File: src/rtl/relu_forward_if.sv
// Memory handle shared by the FPU ops: one port into a tensor region.
// Handshake: the requester raises its strobe (r_en or w_en) together with
// avail and holds ptr/data_store stable until it samples done high; it drops
// the strobe in the cycle done is seen. done is a one-cycle pulse from memory.
interface mem_handle;
    logic        r_en;
    logic        w_en;
    logic        avail;
    logic [31:0] ptr;
    logic [31:0] data_store;
    logic        write_through;
    logic [31:0] region_begin;
    logic [31:0] region_end;
    logic [31:0] data_load;
    logic        done;

    modport master (
        output r_en, w_en, avail, ptr, data_store, write_through,
        input  region_begin, region_end, data_load, done
    );

    modport slave (
        input  r_en, w_en, avail, ptr, data_store, write_through,
        output region_begin, region_end, data_load, done
    );
endinterface

File: src/rtl/relu_forward.sv
// Forward ReLU: copies the tensor header of `a` to `d` unchanged, then streams
// every element through y = x[31] ? +0.0 : x. One memory access at a time.
module relu_forward #(
    parameter int MAX_NDIM = 4
) (
    input  logic        clk,
    input  logic        rst_l,
    mem_handle.master   a,
    mem_handle.master   d,
    input  logic        go,
    output logic        done,
    output logic [31:0] elems,
    output logic [2:0]  state
);

    localparam logic [2:0] S_WAIT   = 3'd0;
    localparam logic [2:0] S_START  = 3'd1;
    localparam logic [2:0] S_HDR_RD = 3'd2;
    localparam logic [2:0] S_HDR_WR = 3'd3;
    localparam logic [2:0] S_CHECK  = 3'd4;
    localparam logic [2:0] S_RD     = 3'd5;
    localparam logic [2:0] S_WR     = 3'd6;
    localparam logic [2:0] S_DONE   = 3'd7;

    logic        a_act;
    logic [31:0] a_ptr;
    logic        d_act;
    logic [31:0] d_ptr;
    logic [31:0] d_data;
    logic        d_wt;
    logic [31:0] ndim_q;
    logic [31:0] hdr_cnt;
    logic [31:0] hdr_len;
    logic        d_last;

    // Sign-bit gate: every negative encoding (incl. -0.0, -NaN) becomes +0.0.
    function automatic logic [31:0] relu(input logic [31:0] x);
        return x[31] ? 32'h0000_0000 : x;
    endfunction

    // Header length is 1 + ndim, with ndim clamped to MAX_NDIM.
    always_comb begin
        hdr_len = 32'd0;
        if (ndim_q > 32'(MAX_NDIM))
            hdr_len = 32'(MAX_NDIM) + 32'd1;
        else
            hdr_len = ndim_q + 32'd1;
    end

    // The write about to be issued lands on the last word of the region.
    assign d_last = (d_ptr == d.region_end - 32'd1);

    // Main sequencer: state, pointers, strobes and the element counter.
    always_ff @(posedge clk or negedge rst_l) begin
        if (!rst_l) begin
            state   <= S_WAIT;
            a_act   <= 1'b0;
            a_ptr   <= 32'd0;
            d_act   <= 1'b0;
            d_ptr   <= 32'd0;
            d_data  <= 32'd0;
            d_wt    <= 1'b0;
            ndim_q  <= 32'd0;
            hdr_cnt <= 32'd0;
            elems   <= 32'd0;
        end else begin
            case (state)
                S_WAIT: begin
                    if (go)
                        state <= S_START;
                end
                S_START: begin
                    a_ptr   <= a.region_begin;
                    d_ptr   <= d.region_begin;
                    elems   <= 32'd0;
                    hdr_cnt <= 32'd0;
                    a_act   <= 1'b1;
                    state   <= S_HDR_RD;
                end
                S_HDR_RD: begin
                    if (a.done) begin
                        a_act  <= 1'b0;
                        d_data <= a.data_load;
                        if (hdr_cnt == 32'd0)
                            ndim_q <= a.data_load;
                        d_act  <= 1'b1;
                        d_wt   <= d_last;
                        state  <= S_HDR_WR;
                    end
                end
                S_HDR_WR: begin
                    if (d.done) begin
                        d_act   <= 1'b0;
                        d_wt    <= 1'b0;
                        a_ptr   <= a_ptr + 32'd1;
                        d_ptr   <= d_ptr + 32'd1;
                        hdr_cnt <= hdr_cnt + 32'd1;
                        if (hdr_cnt + 32'd1 == hdr_len) begin
                            state <= S_CHECK;
                        end else begin
                            a_act <= 1'b1;
                            state <= S_HDR_RD;
                        end
                    end
                end
                S_CHECK: begin
                    if (d_ptr == d.region_end) begin
                        state <= S_DONE;
                    end else begin
                        a_act <= 1'b1;
                        state <= S_RD;
                    end
                end
                S_RD: begin
                    if (a.done) begin
                        a_act  <= 1'b0;
                        a_ptr  <= a_ptr + 32'd1;
                        d_data <= relu(a.data_load);
                        d_act  <= 1'b1;
                        d_wt   <= d_last;
                        state  <= S_WR;
                    end
                end
                S_WR: begin
                    if (d.done) begin
                        d_act <= 1'b0;
                        d_wt  <= 1'b0;
                        d_ptr <= d_ptr + 32'd1;
                        elems <= elems + 32'd1;
                        state <= S_CHECK;
                    end
                end
                S_DONE: begin
                    if (!go)
                        state <= S_WAIT;
                end
                default: state <= S_WAIT;
            endcase
        end
    end

    assign done = (state == S_DONE);

    assign a.r_en          = a_act;
    assign a.avail         = a_act;
    assign a.ptr           = a_ptr;
    assign a.w_en          = 1'b0;
    assign a.data_store    = 32'd0;
    assign a.write_through = 1'b0;

    assign d.r_en          = 1'b0;
    assign d.w_en          = d_act;
    assign d.avail         = d_act;
    assign d.ptr           = d_ptr;
    assign d.data_store    = d_data;
    assign d.write_through = d_wt;

endmodule

File: src/flat_wrapper.sv
// flat-port wrapper written by rule: the top's interface ports become plain ports
module relu_forward_flat 
#(
    parameter int MAX_NDIM = 4
)
  (clk, rst_l, go, done, elems, state, a_r_en, a_w_en, a_avail, a_ptr, a_data_store, a_write_through, a_region_begin, a_region_end, a_data_load, a_done, d_r_en, d_w_en, d_avail, d_ptr, d_data_store, d_write_through, d_region_begin, d_region_end, d_data_load, d_done);
  mem_handle a_i ();
  mem_handle d_i ();
  input  logic clk;
  input  logic rst_l;
  input  logic go;
  output logic done;
  output logic [31:0] elems;
  output logic [2:0] state;
  output wire logic [$bits(a_i.r_en)-1:0] a_r_en;
  output wire logic [$bits(a_i.w_en)-1:0] a_w_en;
  output wire logic [$bits(a_i.avail)-1:0] a_avail;
  output wire logic [$bits(a_i.ptr)-1:0] a_ptr;
  output wire logic [$bits(a_i.data_store)-1:0] a_data_store;
  output wire logic [$bits(a_i.write_through)-1:0] a_write_through;
  input wire logic [$bits(a_i.region_begin)-1:0] a_region_begin;
  input wire logic [$bits(a_i.region_end)-1:0] a_region_end;
  input wire logic [$bits(a_i.data_load)-1:0] a_data_load;
  input wire logic [$bits(a_i.done)-1:0] a_done;
  output wire logic [$bits(d_i.r_en)-1:0] d_r_en;
  output wire logic [$bits(d_i.w_en)-1:0] d_w_en;
  output wire logic [$bits(d_i.avail)-1:0] d_avail;
  output wire logic [$bits(d_i.ptr)-1:0] d_ptr;
  output wire logic [$bits(d_i.data_store)-1:0] d_data_store;
  output wire logic [$bits(d_i.write_through)-1:0] d_write_through;
  input wire logic [$bits(d_i.region_begin)-1:0] d_region_begin;
  input wire logic [$bits(d_i.region_end)-1:0] d_region_end;
  input wire logic [$bits(d_i.data_load)-1:0] d_data_load;
  input wire logic [$bits(d_i.done)-1:0] d_done;
  assign a_r_en = a_i.r_en;
  assign a_w_en = a_i.w_en;
  assign a_avail = a_i.avail;
  assign a_ptr = a_i.ptr;
  assign a_data_store = a_i.data_store;
  assign a_write_through = a_i.write_through;
  assign a_i.region_begin = a_region_begin;
  assign a_i.region_end = a_region_end;
  assign a_i.data_load = a_data_load;
  assign a_i.done = a_done;
  assign d_r_en = d_i.r_en;
  assign d_w_en = d_i.w_en;
  assign d_avail = d_i.avail;
  assign d_ptr = d_i.ptr;
  assign d_data_store = d_i.data_store;
  assign d_write_through = d_i.write_through;
  assign d_i.region_begin = d_region_begin;
  assign d_i.region_end = d_region_end;
  assign d_i.data_load = d_data_load;
  assign d_i.done = d_done;
  relu_forward #(.MAX_NDIM(MAX_NDIM)) u_core (.clk(clk), .rst_l(rst_l), .a(a_i), .d(d_i), .go(go), .done(done), .elems(elems), .state(state));
endmodule
File: config.mk
export PLATFORM = sky130hd
export DESIGN_NAME = relu_forward_flat
export DESIGN_NICKNAME = d
export VERILOG_FILES = /design/src/rtl/relu_forward_if.sv /design/src/rtl/relu_forward.sv /design/src/flat_wrapper.sv
export SDC_FILE = /design/constraint.sdc
export NUM_CORES = 1
export LEC_CHECK = 0
export CAP_MARGIN = 20
export CORE_ASPECT_RATIO = 0.8
export CORE_MARGIN = 8
export CORE_UTILIZATION = 52
export CTS_CLUSTER_SIZE = 25
export DETAILED_ROUTE_END_ITERATION = 6
export PLACE_DENSITY = 0.87
export SLEW_MARGIN = 20
export SYNTH_ARGS = -nofsm -noshare
export SYNTH_HDL_FRONTEND = slang
export SYNTH_SLANG_ARGS = --single-unit
File: constraint.sdc
create_clock -name clk -period 5.7 [get_ports clk]
set_input_delay 1.14 -clock clk [delete_from_list [all_inputs] [get_ports clk]]
set_output_delay 1.14 -clock clk [all_outputs]
set_load 0.005 [all_outputs]
## After elaboration in Yosys (flattened, before gate mapping)

Index checks and enable logic that the tools add are counted.

- Memories: 0
- Input bits: 197
- Register bits: 198
- Latch bits: 0
- Memory bits (writable): 0
- Memory bits (read-only): 0
- Output and inout port bits: 172
- Logic and storage cells: 90

- Mux-type cells: 33
- Bitwise operators: 0
- $mul: 0
- Divide/modulo/power cells: 0
- Shift operators: 0
- $lt $le $gt $ge: 1
- Reduce and logical (&&, ||, !) cells: 20
- $add $sub $neg: 6
- Eq/ne operators: 20

Operators by type and width:

| kind | number |
|---|---|
| $mux W32 | 8 |
| $pmux W32 S2 | 4 |
| $add A32 B1 Y32 const B | 5 |
| $eq A32 B32 Y1 | 3 |
| $pmux W32 S3 | 1 |
| $gt A32 B3 Y1 const B | 1 |
| $logic_not A32 Y1 | 1 |
| $sub A32 B1 Y32 const B | 1 |
| $mux W31 | 1 |
| $pmux W3 S8 | 1 |
| $mux W3 | 7 |
| $ne A2 B2 Y1 const B | 8 |
| $eq A3 B3 Y1 const B | 4 |
| $reduce_and A3 Y1 | 4 |
| $reduce_bool A2 Y1 | 5 |
| $mux W1 | 7 |
| $eq A3 B2 Y1 const B | 2 |
| $reduce_and A2 Y1 | 3 |
| $reduce_and A6 Y1 | 1 |
| $reduce_and A5 Y1 | 1 |
| $ne A2 B1 Y1 const B | 2 |
| $pmux W1 S2 | 2 |
| $pmux W1 S4 | 1 |
| $reduce_bool A4 Y1 | 1 |
| 5 further kinds | 6 |

## Logic depth before layout (Yosys ltp)

- Depth after elaboration: 6
- Mapped depth: 11
- Depth with buffers taken out: 10

## Worst setup path before layout

OpenSTA, ideal clock, no wires.

- Kind: input port to flip-flop
- Start: input port d_region_end[10]
- End: register u_core.d_wt (netlist: u_core.d.write_through)
- Arrival: 3.352 ns
- Library setup time: 0.076 ns
- Buffers on the path: 2
- Data required time: 5.624 ns
- Stages on the path: 10
- Path slack: 2.271 ns
- Path through: buf_6 or4_4 or4_4 buf_6 nor2_1 and4b_1 mux2_2 nand3_1 o211ai_1 o21ai_1

- Longest elaborated chain between the ends: 4

Ends and longest elaborated chain:

| element | line | source |
|---|---|---|
| start, declared | flat_wrapper.sv:32 | `input wire logic [$bits(d_i.region_end)-1:0] d_region_end;` |
| $sub A32 B1 Y32 | relu_forward.sv:51 | `assign d_last = (d_ptr == d.region_end - 32'd1);` |
| $eq A32 B32 Y1 | relu_forward.sv:51 |  |
| $mux W1 | relu_forward.sv:81, relu_forward.sv:115 |  |
| $pmux W1 S2 | relu_forward.sv:67 | `case (state)` |
| end signal, assigned | relu_forward.sv:87 | `d_wt <= d_last;` |
| end signal, assigned | relu_forward.sv:120 | `d_wt <= d_last;` |
| end, declared | relu_forward.sv:30 | `logic d_wt;` |

Every way passes these cells. The select of a mux whose other input is x is not followed.
A chain may end at the register's enable or synchronous reset.

## Final worst setup path

Same ends and word-level chain as after synthesis.

==> impl_metrics.ini <==
[yosys]
ys_ff_latch = 198
yosys_warnings = 0
synth_seq_area_share_pct = 39.9
ys_async_sr_fraction_pct = 100
synthFlopType = dfrtp_1
syn-cell-area_um2 = 12400
syn_avg_cell_area_um2 = 8.19
synthCells = 1514
synth-edff-count = 0
synth_cell_type_count = 66

[global_route]
antenna_found_initial = 6
grt.total_usage_pct = 26.1
grt_overflow = 0
grt_pass1_wl_um = 62900
first_global_vias = 12000
grt_max_degree = 81

[sta]
slew_headroom_pct = 29.3
clock_skew_ns = 0.0209
final_max_slew_viol_count = 0
grt_setup_unrepaired = no
worst_pin_slew_ns = 1.06
max_freq_mhz = 267
fin_ws_ns = 1.95
setup_viol = 0
finalCritPeriodShare_pct = 65.8
hold_violations = 0
fin_tns_setup_ns = 0
min_period_ns = 3.75

[routing]
routedWlPerCell_um = 19.3
drt-initial-drc-count = 1096
ant_nets = 0
firstDrtPassIters = 7
vias_per_cell = 6.00
routed_wl_um = 39300
drc_errors = 0
vias = 12200

[setup_path]
arrival_ns = 4.12
crit_type = in -> reg
required_ns = 6.07
end_kind = flip-flop
cp-start-kind = input port
path_max_fanout = 8

[finish]
final_common_cell = clkdlybuf4s50_1
final_area_um2 = 15800
final_cell_mix = clkdlybuf4s50_1, dfrtp_1, nand2_1
area_growth_pct = 27.0
nets = 1917
drive_above_1_share_pct = 6.43

[clocking]
clk_latency_ns = 0.46
numCtsBuffers = 17
cts_setup_buffers = 0
clk_pin_slew_ns = 0.08
clock-sinks = 198
ctsResizeCount = 0
ctsHoldBuffers = 0
htreeDepth = 4
cts_tree = built
cts_root_buf = clkbuf_16
cts_max_path_buffers = 2

[power]
vdd_drop_max_uv = 293
p_clk_share_pct = 18.6
pwr-share-seq_pct = 34.7
p_comb_share_pct = 46.7
powerDensity_nw_per_um2 = 460
p_int_w = 0.00412
p_switching_w = 0.00314
p_leak_nw = 6.34
switching_share_pct = 43.2

[place]
io_buffer_count = 269
dp_hpwl_um = 28800
dpl_cell_area_um2 = 15100
gp_congestion = 0.935
preCtsSetupSlack_ns = 1.55

[floorplanning]
initial_core_util_pct = 53.0
ioPinCount = 369
core_area_um2 = 23400
die_w_um = 189
rows = 50
dieHeight_um = 154
dieArea_um2 = 29100

[outcome]
status = complete, no violations

[min_path]
hp-class = reg -> reg

[job]
cap_violations = 0
[power by group through the flow]
stage	sequential (W)	clock, W	combinational, W
2_1_floorplan	0.00229	0	0.00208
3_3_place_gp	0.00249	0	0.00323
3_5_place_dp	0.00252	0	0.00333
4_1_cts	0.00250	0.00136	0.00337
5_1_grt	0.00259	0.00141	0.00374
6_report	0.00251	0.00135	0.00339
[metrics by stage]
stage          util [%]  cells  total power (W)  hold WS [ns]
6_report           67.3   2041          0.00725         0.486
5_1_grt            67.3   2041          0.00774         0.501
4_1_cts            67.3   2037          0.00723         0.489
3_5_place_dp       64.4   2005          0.00585         0.469
3_3_place_gp       64.4   2005          0.00571         0.460
2_1_floorplan         -   1548          0.00437         0.473
[cell usage after synthesis (4+ instances only)]
library cell | instances | area (um^2)
dfrtp_1 | 198 | 4950
nand2_1 | 179 | 672
o21ai_0 | 159 | 796
a21oi_1 | 139 | 696
nor2_1 | 129 | 484
clkbuf_1 | 88 | 330
nand3_1 | 67 | 335
xor2_1 | 54 | 473
nand4_1 | 39 | 244
buf_4 | 37 | 278
nor3_1 | 35 | 175
mux2_2 | 34 | 383
xnor2_1 | 34 | 298
nor4_1 | 32 | 200
o22ai_1 | 30 | 188
inv_1 | 26 | 97.6
and3_1 | 23 | 144
a31oi_1 | 22 | 138
or3_1 | 18 | 113
o31ai_1 | 15 | 113
and4_1 | 12 | 105
nand2b_1 | 9 | 56.3
buf_2 | 8 | 40.0
ha_1 | 8 | 100
nand3b_1 | 7 | 52.6
nor2b_1 | 7 | 43.8
and2_1 | 6 | 37.5
nand4b_1 | 6 | 52.6
nor3b_1 | 6 | 45.0
or2_2 | 6 | 37.5
or4_1 | 6 | 45.0
a211oi_1 | 5 | 37.5
a2bb2oi_1 | 5 | 43.8
buf_1 | 5 | 18.8
a31o_2 | 4 | 35.0
a32oi_1 | 4 | 35.0
o32ai_1 | 4 | 35.0
[worst max-delay path, cell delays in order]
cell,delay [ns]
clkdlybuf4s50_1,0.55
or4_4,0.56
or4_4,0.54
nor2_1,0.32
and4b_1,0.33
mux2_2,0.35
nand3_1,0.08
o211ai_1,0.11
o21ai_1,0.15
[cells by family after synthesis]
| family | share of synthesized area, % |
|---|---|
| simple gates | 24.6 |
| compound gates | 18.7 |
| flops | 39.9 |
| buf+inv | 6.37 |
| xor+xnor | 6.21 |
| mux | 3.33 |
| fa+ha+maj | 0.807 |
| other cells | 0.0302 |
[routing by layer]
| metal | vias up | wire, um | track usage, % |
|---|---|---|---|
| li1 | 5771 | - | - |
| met1 | 5797 | 16100 | 33.0 |
| met2 | 614 | 18600 | 42.6 |
| met3 | 55 | 3910 | 8.54 |
| met4 | 4 | 665 | 6.91 |
| met5 | - | 30 | 0 |
[registers in the layout, indices dropped and copies added, names as in the netlist]
| register | count |
|---|---|
| u_core.a.avail | 1 |
| u_core.state | 3 |
| u_core.d.data_store | 32 |
| u_core.a.ptr | 32 |
| u_core.ndim_q | 32 |
| u_core.d.avail | 1 |
| u_core.d.write_through | 1 |
| u_core.hdr_cnt | 32 |
| u_core.d.ptr | 32 |
| u_core.elems | 32 |
[path summary, 6_finish.rpt]
path | start | to | slack, ns | cells past startpoint
min | u_core.d.data_store[8] | u_core.d.data_store[8] | 0.49 | 2
max reg2reg | u_core.state[2] | u_core.d.write_through | 2.04 | 8
min reg2reg | u_core.d.data_store[8] | u_core.d.data_store[8] | 0.49 | 2
max | d_region_end[10] | u_core.d.write_through | 1.95 | 9
max in group asynchronous | rst_l | u_core.d.ptr[13] | 3.70 | 2
min in group asynchronous | rst_l | u_core.d.data_store[5] | 0.72 | 1
[area by class of cell]
type	count	area (um^2)
fillers	1880	7640
multi-input cells	1183	6820
flip-flops and latches	198	4950
repair buffers	285	2820
clock buffers	17	425
well taps	312	390
clock inverters	15	241
inverters	27	101
diodes	4	10.0
Power figures use the tool's default switching activity.
